## src/rtl/alu_cmd_arbiter.sv

```systemverilog
// alu_cmd_arbiter: round-robin arbiter sharing one ALU controller among N_REQ requesters, one command in flight
module alu_cmd_arbiter #(
  parameter int N_REQ   = 4,
  parameter int TIMEOUT = 15
) (
  input  logic                clk,
  input  logic                rst_n,
  input  logic [N_REQ-1:0]    req_valid,
  input  logic [N_REQ*12-1:0] req_cmd,
  output logic [N_REQ-1:0]    req_grant,
  output logic [N_REQ-1:0]    rsp_valid,
  output logic [31:0]         rsp_y,
  output logic                rsp_z,
  output logic                rsp_err,
  output logic [11:0]         command,
  output logic                syscall,
  input  logic                ready,
  input  logic [31:0]         y,
  input  logic                Z
);
  localparam int W = (N_REQ > 1) ? $clog2(N_REQ) : 1;
  typedef enum logic [1:0] {IDLE, ISSUE, WAIT, RESP} state_t;
  state_t state;
  logic [W-1:0] last_grant, winner, win;
  logic [7:0] cnt;
  logic any, done;
  // nearest valid requester after last_grant wins; iterate farthest first so nearest overrides
  always_comb begin
    win = '0;
    any = 1'b0;
    for (int k = N_REQ; k >= 1; k--) begin
      if (req_valid[(int'(last_grant) + k) % N_REQ]) begin
        win = W'((int'(last_grant) + k) % N_REQ);
        any = 1'b1;
      end
    end
  end
  // a CAS needs one extra clock before the controller result is valid
  assign done = ready && (cnt >= ((command[11:9] == 3'b111) ? 8'd2 : 8'd1));
  always_ff @(posedge clk) begin
    if (!rst_n) begin
      state      <= IDLE;
      last_grant <= W'(N_REQ - 1);
      winner     <= '0;
      command    <= '0;
      req_grant  <= '0;
      rsp_valid  <= '0;
      syscall    <= 1'b0;
      rsp_y      <= '0;
      rsp_z      <= 1'b0;
      rsp_err    <= 1'b0;
      cnt        <= '0;
    end else begin
      req_grant <= '0;
      rsp_valid <= '0;
      syscall   <= 1'b0;
      case (state)
        IDLE: if (any && ready) begin
          state      <= ISSUE;
          winner     <= win;
          last_grant <= win;
          command    <= req_cmd[int'(win)*12 +: 12];
          req_grant  <= N_REQ'(1) << win;
          syscall    <= 1'b1;
        end
        ISSUE: begin
          state <= WAIT;
          cnt   <= '0;
        end
        WAIT: begin
          if (done || cnt == 8'(TIMEOUT - 1)) begin
            state     <= RESP;
            rsp_y     <= done ? y : '0;
            rsp_z     <= done ? Z : 1'b0;
            rsp_err   <= !done;
            rsp_valid <= N_REQ'(1) << winner;
          end else begin
            cnt <= cnt + 8'd1;
          end
        end
        default: state <= IDLE;
      endcase
    end
  end
endmodule
```

## config.mk

```make
export PLATFORM = sky130hd
export DESIGN_NAME = alu_cmd_arbiter
export DESIGN_NICKNAME = d
export VERILOG_FILES = /design/src/rtl/alu_cmd_arbiter.sv
export SDC_FILE = /design/constraint.sdc
export NUM_CORES = 1
export LEC_CHECK = 0
export ABC_AREA = 1
export ABC_CLOCK_PERIOD_IN_PS = 2300
export BUFFER_PORTS_ARGS = -buffer_cell sky130_fd_sc_hd__buf_2
export CORE_MARGIN = 2
export CORE_UTILIZATION = 48
export DETAILED_ROUTE_END_ITERATION = 8
export PLACE_DENSITY = 0.79
export SYNTH_ARGS = -nofsm -noshare
export SYNTH_HDL_FRONTEND = slang
export SYNTH_SLANG_ARGS = --single-unit
export TNS_END_PERCENT = 1
```

## constraint.sdc

```tcl
create_clock -name clk -period 2.3 [get_ports clk]
set_input_delay 0.115 -clock clk [delete_from_list [all_inputs] [get_ports clk]]
set_output_delay 0.115 -clock clk [all_outputs]
set_load 0.02 [all_outputs]
```

==> impl_metrics.csv <==
group,metric,value,unit
clocking,postCtsHoldBufs,11,
grt,grt_pass1_vias,3156,
timing,fin_crit_sh,87.9,%
synthesis,ys_async_sr_fraction,0,%
synthesis,netlist_instances,460,
timing,finalSetupTns,0,ps
placed_design,place.gp.congestion,0.898,
pwr,p_per_area,1100,mW/mm²
synthesis,synthDistinctLibCells,34,
placed_design,dp_hpwl,6.17,mm
route,vias,3468,
synthesis,syn-num-nets,556,
grt,grt_use_met3,5.75,%
clocking,h-tree-depth,3,
timing,setup_viol,0,
grt,grt_antenna_before_repair,0,
pwr,p_seq_share,30.7,%
synthesis,syn_area,0.00337,mm²
synthesis,yosys_most_used_dff,"dfxtp_1",
timing,tightest_slew,449,ps
final_layout,nets,700,
die,chipWidth,87.8,µm
synthesis,synth-seq-cells,69,
worst_setup_path,cpPeakStageDelay,360,ps
die,core_area,0.00679,mm²
die,die_h,87.8,µm
die,start_util,49.6,%
timing,rsz0062_at_grt,"no",
grt,grtUsageMet1,26.3,%
die,dieArea,0.00770,mm²
clocking,cts_buffers,9,
hold_path,hold_depth,3,
final_layout,n_antenna_cell,0,
route,firstDrtPassIters,4,
route,ant_nets,0,
route,wl,8.62,mm
pwr,p_int,0.00274,W
worst_setup_path,critPathMaxFanout,7,
grt,grt-ovfl-total,0,
pwr,ir_drop,979,µV
pwr,swShare,43.7,%
worst_setup_path,path_cells,"nand3_1, ha_1, o21ai_0, nand3_1, nand2_1, nand3_1, nand2_1, inv_1, nand2_1, a21oi_1",
worst_setup_path,crit_slowest_cell,"dfxtp_1",
grt,grt_busiest_layer,"met2",
timing,period_needed,2020,ps
worst_setup_path,r2r_cells,10,
grt,grt.total_usage,22.8,%
timing,final_max_slew_viol_count,0,
synthesis,yosysWarnings,0,
status,status,"finished, final reports clean",
worst_setup_path,worstPathArrival,2250,ps
pwr,total_leakage_power,2.14,nW
final_layout,final_layout_size_suffix_gt1_share,33.7,%
route,drc,0,
timing,clock.fmax,494,MHz
pwr,p_comb_share,46.0,%
timing,skew,10.1,ps
clocking,cts_buffer_depth,2,
timing,final-hold-violation-count,0,
worst_setup_path,cp-start-kind,"flop",
synthesis,ys_seq_area_share,41.0,%
worst_setup_path,cp-end-kind,"flop",
worst_setup_path,critPathRequiredTime,2530,ps
final_layout,fin_util,65.3,%
clocking,cts_sinks,69,
clocking,cts_tree,"yes",
clocking,clk_latency,350,ps
route,drt_iter0_markers,213,
timing,slew_headroom,70.0,%
die,io_pins,143,
synthesis,syn_avg_cell_area,7.32,µm²
pwr,clkPwrFrac,23.4,%
final_layout,area_growth,31.6,%
die,rows,30,
placed_design,numPortBuffers,142,
worst_setup_path,criticalPathCategory,"flop to flop",
grt,grtUsageMet2,40.1,%
clocking,clk_pin_slew,90,ps
clocking,cts_setup_buffers,0,
route,vias_per_cell,4.92,
pwr,netSwitchingPower,0.00212,W
route,wl_per_cell,12.2,µm
clocking,cts-root-buf,"clkbuf_8",
grt,grt_max_degree,43,
hold_path,hp-class,"input pin to flop",
grt,grt_pass1_wl,13.9,mm
flow_run,drv_cap,0,
synthesis,synth_edf_count,0,
clocking,cts_resized,0,
==> cells in the final DEF, fill, tap and decap left out <==
cell,Yosys,final
buf_2,8,142
nand2_1,141,141
dfxtp_1,69,69
nand3_1,52,52
a21oi_1,52,52
inv_1,20,20
nand2_2,18,18
nor2_1,16,15
o21ai_0,13,13
dlygate4sd3_1,0,11
clkbuf_8,0,9
ha_1,8,8
o21ai_1,6,6
nand3_2,6,6
nor3_1,5,5
a21oi_2,5,5
inv_2,4,4
xor2_1,4,4
buf_4,5,4
nor4_1,3,3
inv_8,1,2
nand2_4,2,2
clkinv_4,0,2
inv_6,0,2
bufinv_16,0,2
nor2_2,0,1
nand3_4,1,1
o2111ai_1,1,1
nor2_4,1,1
nor2_8,1,1
nand2b_1,1,1
nor4_2,1,1
o211ai_1,1,1
nand4_1,1,1
xnor2_1,1,1
or2_2,1,1
buf_12,1,1
==> synth_stat cells, types with 5 or more instances <==
cell / number / area share [%]
o21ai_1: 6 / 0.89
nor3_1: 5 / 0.74
nand2_2: 18 / 3.3
nor2_1: 16 / 1.8
clkbuf_1: 9 / 1.0
nand3_2: 6 / 1.8
buf_2: 8 / 1.2
inv_1: 20 / 2.2
ha_1: 8 / 3.0
o21ai_0: 13 / 1.9
nand2_1: 141 / 16
dfxtp_1: 69 / 41
buf_4: 5 / 1.1
nand3_1: 52 / 7.7
a21oi_1: 52 / 7.7
a21oi_2: 5 / 1.3
==> metal layers <==
| layer | wire length [µm] | share of wire (%) |
|---|---|---|
| met1 | 3570 | 41 |
| met2 | 4280 | 50 |
| met3 | 556 | 6.5 |
| met4 | 208 | 2.4 |
| met5 | 0 | 0 |
==> state kept, by name (all words and copies together), names as in the netlist <==
signal,flops
rsp_err,1
command,12
winner,2
state,2
syscall,1
rsp_y,32
last_grant,2
rsp_z,1
rsp_valid,4
req_grant,4
cnt,8
==> cell type report <==
cell class,instances,area [µm²]
clock inverters,7,106
fillers,568,2360
well taps,96,120
flip-flops and latches,69,1380
clock buffers,9,124
repair buffers,158,871
multi-input cells,341,1730
inverters,25,101
==> metrics by stage <==
step | total power, W | hold slack, ps | instance area (µm²) | instances | setup slack (ps)
6_report | 0.00486 | 9.76 | 4430 | 705 | 278
5_1_grt | 0.00524 | 2.55 | 4430 | 705 | 40.9
4_1_cts | 0.00489 | 0.0920 | 4430 | 705 | 304
3_5_place_dp | 0.00373 | 374 | 4090 | 678 | 312
3_3_place_gp | 0.00368 | 369 | 4090 | 678 | 379
2_1_floorplan | 0.00337 | 263 | 3370 | 460 | 428
==> power by group through the flow <==
stage	Sequential [W]	Clock (W)	Combinational (W)
global route	0.00152	0.00121	0.00251
floorplan	0.00164	0	0.00173
CTS	0.00149	0.00115	0.00224
detailed placement	0.00152	0	0.00222
global placement	0.00151	0	0.00217
finish	0.00149	0.00114	0.00224
==> worst max-delay path: cells and delay by family (launching register included) <==
kind | cells | cell delay, ps
DFF | 1 | 360
adders and majority gates | 1 | 280
AOI/OAI and AO/OA | 2 | 210
buffers and inverters | 1 | 190
and+or+nand+nor | 6 | 850
==> final timing paths <==
check                           slack (ps)                     end                    start
worst min register to register         460  rsp_y[31]$_SDFFE_PN0P_   rsp_y[31]$_SDFFE_PN0P_
worst max register to register         280     cnt[2]$_SDFFE_PN0P_  command[9]$_SDFFE_PN0P_
worst min-delay path                    10  rsp_y[23]$_SDFFE_PN0P_                    y[23]
worst max-delay path                   280     cnt[2]$_SDFFE_PN0P_  command[9]$_SDFFE_PN0P_
==> cell families (layout without fill, tap and decap cells) <==
family	after synthesis	count (layout)	synth area share, %
AO/OA/AOI/OAI	78	78	12.3
XOR/XNOR	5	5	1.30
buffers and inverters	50	199	7.69
adder cells (fa/ha/maj)	8	8	2.97
flip-flops	69	69	41.0
AND/OR/NAND/NOR	250	250	34.7
(Power assumes the default switching activity.)
